--- config.mk ---
export PLATFORM = sky130hd
export DESIGN_NAME = uart_host_bridge
export DESIGN_NICKNAME = d
export VERILOG_FILES = /design/src/rtl/uart_bridge_pkg.sv /design/src/rtl/uart_byte_rx.sv /design/src/rtl/uart_host_bridge.sv
export SDC_FILE = /design/constraint.sdc
export NUM_CORES = 1
export LEC_CHECK = 0
export BUFFER_PORTS_ARGS = -buffer_cell sky130_fd_sc_hd__clkbuf_2
export CAP_MARGIN = 20
export CORE_ASPECT_RATIO = 2
export CORE_MARGIN = 2
export CORE_UTILIZATION = 50
export CTS_CLUSTER_SIZE = 10
export DETAILED_ROUTE_END_ITERATION = 10
export PLACE_DENSITY = 0.68
export SYNTH_ARGS = -nofsm -noshare
export SYNTH_HDL_FRONTEND = slang
export SYNTH_SLANG_ARGS = --single-unit
--- constraint.sdc ---
create_clock -name clk -period 7.24 [get_ports clk]
set_clock_uncertainty 0.15 [all_clocks]
set_input_delay 2.172 -clock clk [delete_from_list [all_inputs] [get_ports clk]]
set_output_delay 2.172 -clock clk [all_outputs]
set_load 0.02 [all_outputs]
--- src/rtl/uart_bridge_pkg.sv ---
// Shared opcodes, frame constants and state encodings for the UART host bridge.
package uart_bridge_pkg;

  localparam logic [7:0] CMD_READ   = 8'h52;
  localparam logic [7:0] CMD_WRITE  = 8'h57;
  localparam logic [7:0] RSP_WACK   = 8'h4B;
  localparam int         TX_FRAME_W = 10;

  typedef enum logic [2:0] {
    P_IDLE,
    P_ADDR_HI,
    P_ADDR_LO,
    P_DATA,
    P_BUS,
    P_REPLY
  } parser_state_t;

  typedef enum logic [1:0] {
    RX_IDLE,
    RX_START,
    RX_DATA,
    RX_STOP
  } rx_state_t;

endpackage

--- src/rtl/uart_byte_rx.sv ---
// Serial byte receiver: 2-FF synchronizer, mid-bit sampling, start/stop framing checks.
module uart_byte_rx
  import uart_bridge_pkg::*;
#(
  parameter int CLKS_PER_BIT = 9236
) (
  input  logic       clk,
  input  logic       reset,
  input  logic       serial_in,
  output logic [7:0] rx_byte,
  output logic       rx_valid,
  output logic       frame_err_pulse
);

  localparam int             CNT_W    = $clog2(CLKS_PER_BIT + 1);
  localparam logic [CNT_W-1:0] HALF_BIT = CNT_W'(CLKS_PER_BIT / 2 - 1);
  localparam logic [CNT_W-1:0] FULL_BIT = CNT_W'(CLKS_PER_BIT - 1);

  logic             sync_p0;
  logic             sync_p1;
  logic             line_prev;
  rx_state_t        state;
  logic [CNT_W-1:0] clk_cnt;
  logic [2:0]       bit_idx;
  logic [7:0]       shift;

  // Synchronizer stage; line_prev provides the falling-edge reference.
  always_ff @(posedge clk or posedge reset) begin
    if (reset) begin
      sync_p0   <= 1'b1;
      sync_p1   <= 1'b1;
      line_prev <= 1'b1;
    end else begin
      sync_p0   <= serial_in;
      sync_p1   <= sync_p0;
      line_prev <= sync_p1;
    end
  end

  // Bit timing and framing stage.
  always_ff @(posedge clk or posedge reset) begin
    if (reset) begin
      state           <= RX_IDLE;
      clk_cnt         <= '0;
      bit_idx         <= '0;
      shift           <= '0;
      rx_byte         <= '0;
      rx_valid        <= 1'b0;
      frame_err_pulse <= 1'b0;
    end else begin
      rx_valid        <= 1'b0;
      frame_err_pulse <= 1'b0;
      case (state)
        RX_IDLE: begin
          clk_cnt <= '0;
          bit_idx <= '0;
          if (line_prev && !sync_p1) state <= RX_START;
        end
        RX_START: begin
          if (clk_cnt == HALF_BIT) begin
            clk_cnt <= '0;
            if (sync_p1) begin
              frame_err_pulse <= 1'b1;
              state           <= RX_IDLE;
            end else begin
              state <= RX_DATA;
            end
          end else begin
            clk_cnt <= clk_cnt + 1'b1;
          end
        end
        RX_DATA: begin
          if (clk_cnt == FULL_BIT) begin
            clk_cnt <= '0;
            shift   <= {sync_p1, shift[7:1]};
            bit_idx <= bit_idx + 1'b1;
            if (bit_idx == 3'd7) state <= RX_STOP;
          end else begin
            clk_cnt <= clk_cnt + 1'b1;
          end
        end
        RX_STOP: begin
          if (clk_cnt == FULL_BIT) begin
            clk_cnt <= '0;
            state   <= RX_IDLE;
            if (sync_p1) begin
              rx_valid <= 1'b1;
              rx_byte  <= shift;
            end else begin
              frame_err_pulse <= 1'b1;
            end
          end else begin
            clk_cnt <= clk_cnt + 1'b1;
          end
        end
        default: state <= RX_IDLE;
      endcase
    end
  end

endmodule

--- src/rtl/uart_host_bridge.sv ---
// Host serial command parser driving a req/ack memory bus, with serial read-data replies.
// Define UART_BRIDGE_WRITE_ACK_EN to answer each completed write with 'K'.
module uart_host_bridge
  import uart_bridge_pkg::*;
#(
  parameter int CLKS_PER_BIT = 9236,
  parameter int TIMEOUT_BITS = 20
) (
  input  logic        clk,
  input  logic        reset,
  input  logic        i_UART_TX,
  output logic        o_UART_RX,
  output logic [15:0] o_bus_addr,
  output logic [7:0]  o_bus_wdata,
  input  logic [7:0]  i_bus_rdata,
  output logic        o_bus_req,
  output logic        o_bus_rw,
  input  logic        i_bus_ack,
  output logic        o_busy,
  output logic        o_frame_err,
  output logic        o_overrun
);

  localparam int               CNT_W    = $clog2(CLKS_PER_BIT + 1);
  localparam logic [CNT_W-1:0] FULL_BIT = CNT_W'(CLKS_PER_BIT - 1);

  logic [7:0]              rx_byte;
  logic                    rx_valid;
  logic                    frame_err_pulse;
  parser_state_t           state;
  logic [TIMEOUT_BITS-1:0] to_cnt;
  logic                    in_cmd;
  logic [7:0]              reply_byte;
  logic                    tx_load;
  logic                    tx_busy;
  logic [TX_FRAME_W-1:0]   tx_shift;
  logic [CNT_W-1:0]        tx_cnt;
  logic [3:0]              tx_bits;

  uart_byte_rx #(
    .CLKS_PER_BIT(CLKS_PER_BIT)
  ) u_rx (
    .clk            (clk),
    .reset          (reset),
    .serial_in      (i_UART_TX),
    .rx_byte        (rx_byte),
    .rx_valid       (rx_valid),
    .frame_err_pulse(frame_err_pulse)
  );

  assign in_cmd = (state == P_ADDR_HI) || (state == P_ADDR_LO) || (state == P_DATA);
  assign o_busy = (state != P_IDLE);

  // Parser stage: command decode, bus handshake, reply hand-off to TX.
  always_ff @(posedge clk or posedge reset) begin
    if (reset) begin
      state       <= P_IDLE;
      o_bus_req   <= 1'b0;
      o_bus_rw    <= 1'b1;
      o_bus_addr  <= '0;
      o_bus_wdata <= '0;
      reply_byte  <= '0;
      tx_load     <= 1'b0;
      to_cnt      <= '0;
      o_frame_err <= 1'b0;
      o_overrun   <= 1'b0;
    end else begin
      tx_load <= 1'b0;
      if (frame_err_pulse) o_frame_err <= 1'b1;
      if (rx_valid || !in_cmd) to_cnt <= '0;
      else                     to_cnt <= to_cnt + 1'b1;

      case (state)
        P_IDLE: begin
          if (rx_valid) begin
            if (rx_byte == CMD_READ) begin
              o_bus_rw <= 1'b1;
              state    <= P_ADDR_HI;
            end else if (rx_byte == CMD_WRITE) begin
              o_bus_rw <= 1'b0;
              state    <= P_ADDR_HI;
            end
          end
        end
        P_ADDR_HI: begin
          if (rx_valid) begin
            o_bus_addr[15:8] <= rx_byte;
            state            <= P_ADDR_LO;
          end else if (&to_cnt) begin
            state <= P_IDLE;
          end
        end
        P_ADDR_LO: begin
          if (rx_valid) begin
            o_bus_addr[7:0] <= rx_byte;
            state           <= o_bus_rw ? P_BUS : P_DATA;
          end else if (&to_cnt) begin
            state <= P_IDLE;
          end
        end
        P_DATA: begin
          if (rx_valid) begin
            o_bus_wdata <= rx_byte;
            state       <= P_BUS;
          end else if (&to_cnt) begin
            state <= P_IDLE;
          end
        end
        P_BUS: begin
          if (rx_valid) o_overrun <= 1'b1;
          // An ack is only honoured once our request is actually visible on the bus.
          if (o_bus_req && i_bus_ack) begin
            o_bus_req <= 1'b0;
            if (o_bus_rw) begin
              reply_byte <= i_bus_rdata;
              tx_load    <= 1'b1;
              state      <= P_REPLY;
            end else begin
`ifdef UART_BRIDGE_WRITE_ACK_EN
              reply_byte <= RSP_WACK;
              tx_load    <= 1'b1;
              state      <= P_REPLY;
`else
              state      <= P_IDLE;
`endif
            end
          end else begin
            o_bus_req <= 1'b1;
          end
        end
        P_REPLY: begin
          if (rx_valid) o_overrun <= 1'b1;
          if (!tx_load && !tx_busy) state <= P_IDLE;
        end
        default: state <= P_IDLE;
      endcase
    end
  end

  // TX stage: the line register trails the shifter by one clock, giving 2 clk from ack to start bit.
  always_ff @(posedge clk or posedge reset) begin
    if (reset) begin
      tx_busy   <= 1'b0;
      tx_shift  <= '1;
      tx_cnt    <= '0;
      tx_bits   <= '0;
      o_UART_RX <= 1'b1;
    end else begin
      o_UART_RX <= tx_busy ? tx_shift[0] : 1'b1;
      if (tx_load) begin
        tx_shift <= {1'b1, reply_byte, 1'b0};
        tx_busy  <= 1'b1;
        tx_cnt   <= '0;
        tx_bits  <= '0;
      end else if (tx_busy) begin
        if (tx_cnt == FULL_BIT) begin
          tx_cnt   <= '0;
          tx_shift <= {1'b1, tx_shift[TX_FRAME_W-1:1]};
          tx_bits  <= tx_bits + 1'b1;
          if (tx_bits == 4'(TX_FRAME_W - 1)) tx_busy <= 1'b0;
        end else begin
          tx_cnt <= tx_cnt + 1'b1;
        end
      end
    end
  end

endmodule

Word level (Yosys, flattened, before mapping)
Index checks and enable logic that the tools add are counted. W data, S select, Z words.

Output and inout bits: 30. Register bits after elaboration: 130. Logic and storage cells: 139. Bits of input ports: 12. Bits in latches: 0. Memory bits (read-only): 0. RAM bits: 0. Memories kept: 0.

Mux-type cells: 52. Shift operators: 0. Reduce and logical (&&, ||, !) cells: 32. Magnitude comparators: 0. Divide/modulo/power cells: 0. Bitwise operators: 0. Multiply operators: 0. Eq/ne operators: 24. Add/subtract/negate cells: 5.

Operators with widths (number): $mux W14 (5); $pmux W14 S3 (1); $mux W3 (12); $mux W10 (3); $add A14 B1 Y14 const B (2); $eq A14 B14 Y1 const B (2); $add A20 B1 Y20 const B (1); $mux W20 (1); $reduce_and A20 Y1 (1); $pmux W3 S6 (1); $mux W1 (17); $eq A8 B7 Y1 const B (2); $eq A14 B13 Y1 const B (1); $reduce_and A2 Y1 (7); $mux W2 (6); $mux W4 (3); $ne A2 B1 Y1 const B (6); $eq A3 B3 Y1 const B (3); $reduce_and A3 Y1 (3); $pmux W2 S4 (1); $reduce_bool A2 Y1 (4); $eq A3 B2 Y1 const B (2); $pmux W3 S2 (1); $reduce_and A5 Y1 (1); 17 further kinds (27).

Longest topological paths before layout
Gate-level depths: netlist of run 1.

Word-level depth: 6. Depth in mapped cells: 9. Depth with buffers taken out: 7.

By module
Synthesis of run 1 repeated with hierarchy kept, for this count alone.

Cells, all modules: 516. Area, all modules: 6065.8 sq um.

Modules (own cells, without submodules): uart_host_bridge (seq. area each 2240.9 sq um, area each 4255.3 sq um, times used 1, cells an instance 363); uart_byte_rx (seq. area each 1004.7 sq um, area each 1810.5 sq um, times used 1, cells an instance 153).

Least setup slack after synthesis of run 1
No wires, ideal clock.

Kind: register -> output. Start: register state[0]. End: output port o_busy. Setup slack: 3.868 ns. Stages on the path, launching flop included: 3. Arrival time: 1.050 ns. Buffers on the path: 1. Data required time: 4.918 ns. Cell sequence: dfrtp_1 -> clkbuf_1 -> or3_1.

Longest elaborated chain between the ends: 1.

RTL lines: start: declaration (RTL line uart_host_bridge.sv:30) `parser_state_t state;`; start signal: assignment (RTL line uart_host_bridge.sv:96) `state <= o_bus_rw ? P_BUS : P_DATA;`; $reduce_bool A3 Y1 (RTL line uart_host_bridge.sv:52) `assign o_busy = (state != P_IDLE);`; end: declaration (RTL line uart_host_bridge.sv:19) `output logic o_busy,`.

Every way passes these cells.

Worst setup path after layout of run 1
Ends and elaborated chain as after synthesis.

==> summary.md, run 1 <==
| Metric | Value |
|---|---|
| Port Buffers | 41 |
| Post-synth EDFFs | 0 |
| Syn Inst Count | 501 |
| Comb power frac | around 5.1% |
| Vias/cell | about 5.5 |
| HPWL after detailed placement | 7530 microns |
| Area delta synth->final | 15.80% |
| Layout cells sized above 1 | 26.79% |
| Rel. slew slack | 37.58% |
| Sequential Power Share | 45.4% |
| Final wirelength | 11010 microns |
| Ports | 42 |
| RSZ-0062 raised after global routing | no |
| Non-Filler Cell Area, Final | 6741 sq um |
| Die area | 12580 sq um |
| Internal Pwr Total | 1.306 mW |
| Hold_sp | u_rx.sync_p0 |
| Setup violators final | 0 |
| Max rail drop VDD | 230.9 uV |
| DRC viols | 0 |
| First-pass GRT wire length | 19100 microns |
| Crit Path Class | flip-flop to primary output |
| Max-cap violation count | 0 |
| Status | complete, no violations |
| Vias post-DR | 3827 |
| # rows | 55 |
| Worst reg2reg path endpoint | u_rx.shift[6] |
| Skew-Pair Late Insertion Delay | 410 ps |
| Initial antenna violation count | 0 |
| Wire per inst | 15.68 microns |
| RD Place Congestion | 0.8124 |
| Synth top area cells | dfrtp_1 (49%), mux2_2 (6.4%), dfstp_2 (6.3%) |
| First-pass DRT Iterations | 4 |
| Total track usage | 19.61% |
| Power Total | between 1.5 and 2 mW |
| Top cell type's share of synthesized area | 49.43% |
| Total Nets Final | 567 |
| Pwr/cell area | 255.7 nW/um^2 |
| Most used DFF post-synth | dfrtp_1 |
| CP endpoint kind | primary output |
| Fin. max-slew vios | 0 |
| Htree depth | 4 |
| Setup_tns | 0 ps |
| Post-DP Area | 6118 sq um |
| Via count of the first global-routing pass | 3981 |
| Resized cells post-CTS | 0 |
| Worst EP arrival | 1520 ps |
| R2R Setup Slk | 4890 ps |
| Final period utilization | 53.00% |
| N_diodes | 0 |
| Largest net degree at the start of global routing | 85 |
| Total global routing overflow | 0 |
| Post-synthesis sequential area ratio | 55.75% |
| Syn Nets | 521 |
| Worst setup startpoint | state[0] |
| Iteration-0 DRC Markers | 133 |
| Detail Route Antenna Nets | 0 |
| Worst Reg2Reg Path Length in Cells | 6 |
| Max Fanout on Critical Path | 13 |
| DIE HEIGHT | about 160 microns |
| Endpoints failing hold | 0 |
| Worst setup SP type | flip-flop |
| Hold path depth | 0 |
| Clock Path Buffers | 2 |
| Leak Pwr | 3.160 nW |
| Async set-reset flop share out of synthesis | 100.0% |
| Die width | 80.30 microns |
| Yosys warns | 0 |
| Largest area contributor in the netlist | dfrtp_1 |
| WHS Endpoint | u_rx.sync_p1 |
| RR Startpoint | u_rx.clk_cnt[0] |
| Area of the mapped netlist | 5822 sq um |
| Worst EP required | 4920 ps |
| Peak Freq | roughly 260 MHz |
| Synthesized area per cell | roughly 12 sq um |
| Sw power | between 0.4 and 0.5 mW |
| Sink Count | 129 |
| Initial Util | 51.27% |
| Slew of the pin with the lowest slew margin | 936.3 ps |
| Fin cells | 702 |
| Synth cell types | 58 |
| Dpl cells | 669 |
| Tmin final | 3837 ps |
| # fillers | 944 |
| Setup Buffers After CTS | 0 |
| TritonCTS Buffers | 17 |
| Clk pin slew, worst setup/hold paths | 60 ps |
| Worst min-delay path class | flip-flop to flip-flop |
| Hold_buf cts | 0 |
| Clock root buffer master | clkbuf_16 |
| Number of synthesized register bits | approximately 130 |
| CTS tree | done |
| Core Footprint | 11350 sq um |
| Sw Ratio | 24.23% |
| Clock Power Share | about half |
[flip-flops by register name, indices dropped and copies added, names as in the netlist, 3 cells and up, named ones only]
name / count
u_rx.shift: 8
tx_shift: 9
tx_bits: 4
state: 3
o_bus_addr: 16
u_rx.rx_byte: 8
u_rx.bit_idx: 3
tx_cnt: 14
o_bus_wdata: 8
to_cnt: 20
reply_byte: 8
u_rx.clk_cnt: 14
[worst max path at each step]
stage / to
finish: o_busy
global route: o_busy
CTS: o_busy
detailed placement: reply_byte[4]
global placement: reply_byte[3]
floorplan: asynchronous set/reset pin
[logic make-up (layout without fill, tap and decap cells)]
logic type,count (synthesis),in the layout,share of synthesized area (%)
mux,56,56,11.63
flops,129,129,55.75
compound gates,48,48,5.072
simple gates,189,189,17.19
buf+inv,31,90,2.622
fa+ha+maj,8,8,1.719
xor+xnor,40,40,6.018
[cell usage in the layout, fill, tap and decap left out, types with 3 or more instances in the layout]
cell	synthesis	layout
xor2_1	27	27
clkinv_4	0	3
inv_1	15	14
nand2b_1	5	5
mux2_2	33	33
nand3b_1	3	3
mux2i_1	8	8
clkbuf_2	0	41
dfstp_2	14	14
inv_6	0	4
nor4_1	3	3
nor2_1	68	68
a22oi_1	4	4
nor3_1	5	5
nand2_1	38	38
nor4b_1	3	3
and2_1	3	3
ha_1	8	8
nand3_1	20	20
or3_1	4	4
clkbuf_16	0	17
xnor2_1	13	13
dfrtp_1	115	115
nand4_1	11	11
and3_1	5	5
o21ai_0	19	19
mux2_4	15	15
a21oi_1	9	9
[power by group through the flow]
stage	combinational, mW	sequential [mW]	clock [mW]
4_1_cts	0.0894	0.783	0.866
3_5_place_dp	0.0889	0.796	0
2_1_floorplan	0.0788	0.783	0
6_report	0.0885	0.783	0.852
5_1_grt	0.103	0.787	0.899
3_3_place_gp	0.0854	0.794	0
[area by class of cell]
cell class / instances / area [sq um] / area share (%)
multi-input combinational: 341 / 2424 / 35.95
inverter: 15 / 58.81 / 0.8723
sequential: 129 / 3246 / 48.14
clock inverter: 13 / 152.6 / 2.264
timing repair buffer: 43 / 240.2 / 3.563
tap: 142 / 177.7 / 2.635
clock buffer: 19 / 442.9 / 6.570
[stage by stage]
step	hold slack, ps	util [%]	setup slack, ps
floorplan	195.2	-	1500
global placement	196.3	53.88	3465
detailed placement	199.5	53.88	3416
CTS	215.6	59.13	3400
global route	217.8	59.37	3357
finish	215.6	59.37	3403
[Yosys cell counts, types with 3 or more instances]
master and count:
dfrtp_1 115, nor2_1 68, nand2_1 38, mux2_2 33, xor2_1 27, nand3_1 20
o21ai_0 19, inv_1 15, mux2_4 15, dfstp_2 14, xnor2_1 13, nand4_1 11
a21oi_1 9, clkbuf_1 8, ha_1 8, mux2i_1 8, and3_1 5, nand2b_1 5
nor3_1 5, a22oi_1 4, buf_2 4, or3_1 4, and2_1 3, nand3b_1 3
nor4_1 3, nor4b_1 3
[critical path, cell delays in order, from the launching register on]
cell and delay [ps]:
dfrtp_1 510, or3_1 430, clkbuf_2 170
[routing by layer]
layer  GRT usage (%)  routed length [microns]  vias to the layer above
li1                -                        -                     1820
met1           22.53                     4424                     1926
met2           33.85                     5920                       57
met3           5.190                      384                       24
met4           8.394                      279                        0
met5               0                        0                        -
Power figures use the tool's default switching activity.
==> run 2: changes to the inputs <==
==> constraint.sdc (replaced) <==
create_clock -name clk -period 3.9 [get_ports clk]
set_clock_uncertainty 0.15 [all_clocks]
set_input_delay 1.17 -clock clk [delete_from_list [all_inputs] [get_ports clk]]
set_output_delay 1.17 -clock clk [all_outputs]
set_load 0.02 [all_outputs]
==> summary.md, run 2 (synthesis gave the netlist of run 1 again) <==
| Metric | Value |
|---|---|
| Worst Reg2Reg Path Length in Cells | 6 (unchanged) |
| Rel. slew slack | 39.60% (+2.0 points) |
| Sink Count | 129 (unchanged) |
| Leak Pwr | 3.124 nW (-1.2%) |
| HPWL after detailed placement | 7872 microns (+4.5%) |
| First-pass DRT Iterations | 6 (+2) |
| Hold path depth | 0 (unchanged) |
| Largest net degree at the start of global routing | 68 (-20%) |
| Skew-Pair Late Insertion Delay | 410 ps (about the same) |
| Non-Filler Cell Area, Final | 6686 sq um (-0.82%) |
| Clk pin slew, worst setup/hold paths | 60 ps (about the same) |
| WHS Endpoint | u_rx.sync_p1 |
| Final wirelength | 11160 microns (+1.4%) |
| # rows | 55 (unchanged) |
| Endpoints failing hold | 0 (unchanged) |
| Iteration-0 DRC Markers | 173 (+30%) |
| Clock root buffer master | clkbuf_16 |
| Peak Freq | 353.2 MHz |
| Comb power frac | 5.3% (+0.2 points) |
| Reg with most FFs | to_cnt |
| Sequential Power Share | 47.9% (+2.5 points) |
| Slowest Stage Delay on Critical Path | 510 ps (about the same) |
| Worst setup startpoint | state[0] |
| Vias/cell | 5.425 (-0.48%) |
| RD Place Congestion | 0.7811 (-3.9%) |
| DRC viols | 0 (unchanged) |
| Die area | 12580 sq um (unchanged) |
| RR Startpoint | u_rx.clk_cnt[0] |
| Pwr/cell area | 454.0 nW/um^2 (+78%) |
| Setup violators final | 0 (unchanged) |
| Worst reg2reg path endpoint | u_rx.shift[6] |
| TritonCTS Buffers | 17 (unchanged) |
| CP endpoint kind | primary output |
| Clock Path Buffers | 2 (unchanged) |
| Slew of the pin with the lowest slew margin | 906.1 ps (-30.27 ps) |
| Hold_buf cts | 0 (unchanged) |
| Commonest non-fill, non-tap cell in the layout | dfrtp_1 |
| Htree depth | 4 (unchanged) |
| Initial antenna violation count | 0 (unchanged) |
| Port Buffers | 41 (unchanged) |
| Top flop regs | to_cnt x20, o_bus_addr x16 |
| Detail Route Antenna Nets | 0 (unchanged) |
| Vias post-DR | 3814 (-0.34%) |
| Worst-path cell chain | or3_1 > clkbuf_2 |
| Status | complete, no violations |
| Core Util, Final | 58.89% (-0.48 points) |
| Wire per inst | 15.87 microns (+1.2%) |
| Final period utilization | between 70% and 80% |
| Total Nets Final | 568 (+0.18%) |
| Worst EP arrival | 1510 ps (about the same) |
| RSZ-0062 raised after global routing | no |
| N_diodes | 0 (unchanged) |
| Core Footprint | 11350 sq um (unchanged) |
| First-pass GRT wire length | 19320 microns (+1.2%) |
| # fillers | 933 (-1.2%) |
| CP bufs+invs | 1 (unchanged) |
| Ports | 42 (unchanged) |
| Max-cap violation count | 0 (unchanged) |
| Total global routing overflow | 0 (unchanged) |
| Max Fanout on Critical Path | 13 (unchanged) |
| Crit Path Class | flip-flop to primary output |
| CTS tree | done |
| Number of flip-flops under the largest register name | 20 (unchanged) |
| DIE HEIGHT | 156.6 microns (unchanged) |
| Worst EP required | 2580 ps (-2340 ps) |
| Setup_tns | 0 ps (unchanged) |
| Commonest non-fill, non-tap cells in the layout | dfrtp_1 (115), nor2_1 (68), clkbuf_2 (41) |
| Worst setup SP type | flip-flop |
| Die width | 80.30 microns (unchanged) |
| Clock Power Share | 46.8% (-2.6 points) |
| Initial Util | 51.27% (unchanged) |
| Post-DP Area | 6147 sq um (+0.47%) |
| Resized cells post-CTS | 0 (unchanged) |
| Worst min-delay path class | flip-flop to flip-flop |
| CP delay by family, top | flip-flops |
| Tmin final | 2832 ps |
| Via count of the first global-routing pass | 3997 (+0.40%) |
| R2R Setup Slk | 1560 ps (-3330 ps) |
| Fin. max-slew vios | 0 (unchanged) |
| Total track usage | 19.89% (+0.28 points) |
| Sw Ratio | 25.19% (+0.95 points) |
| Setup Buffers After CTS | 0 (unchanged) |
| Hold_sp | u_rx.sync_p0 |
| Sw power | 0.7646 mW (+83%) |
| Max rail drop VDD | 434.4 uV (+88%) |
| Layout cells sized above 1 | 26.92% (+0.13 points) |
| Crit path max-delay cell type | dfrtp_1 |
| Area delta synth->final | 14.85% |
| Internal Pwr Total | 2.271 mW (+74%) |
-- run 2: layer usage --
metal / global-route usage [%] / share of wire [%] / up-vias
met2: 35.48 / 56 / 57
li1: - / - / 1828
met5: 0 / 0 / -
met3: 5.421 / 3.1 / 16
met1: 22.33 / 39 / 1913
met4: 7.022 / 1.9 / 0
-- run 2: worst reg2reg max path, cell delays in order, from the launching register on --
cell	delay [ps]
dfrtp_1	420
ha_1	270
nand4b_2	150
nor4b_4	300
nand4_4	200
nor2_4	360
mux2_2	380
-- run 2: final cells by class --
| class | count | area, sq um | area share, % |
|---|---|---|---|
| flip-flops and latches | 129 | 3246 | 48.54 |
| multi-input cells | 341 | 2424 | 36.25 |
| clock buffers | 18 | 429.2 | 6.418 |
| well taps | 142 | 177.7 | 2.657 |
| repair buffers | 44 | 240.2 | 3.593 |
| inverters | 15 | 60.06 | 0.8982 |
| clock inverters | 14 | 110.1 | 1.647 |
-- run 2: power groups by stage --
stage	registers, mW	logic, mW	clock network (mW)
2_1_floorplan	1.45	0.147	0
3_3_place_gp	1.48	0.162	0
3_5_place_dp	1.48	0.166	0
4_1_cts	1.45	0.168	1.45
5_1_grt	1.46	0.185	1.51
6_report	1.45	0.162	1.42
-- run 2: worst max path at each step --
stage                                      end  cells after the start
finish                                  o_busy                      2
CTS                                     o_busy                      2
global route                            o_busy                      2
global placement                 reply_byte[2]                      4
detailed placement               reply_byte[4]                      4
floorplan           asynchronous set/reset pin                      1
-- run 2: stage by stage --
step / setup WS (ps) / hold WS, ps / cells / power [mW]
floorplan: 996.2 / 195.2 / 501 / 1.600
global placement: 1191 / 196.8 / 671 / 1.637
detailed placement: 1160 / 199.2 / 671 / 1.643
CTS: 1070 / 208.3 / 703 / 3.069
global route: 1013 / 217.2 / 703 / 3.159
finish: 1068 / 207.1 / 703 / 3.036
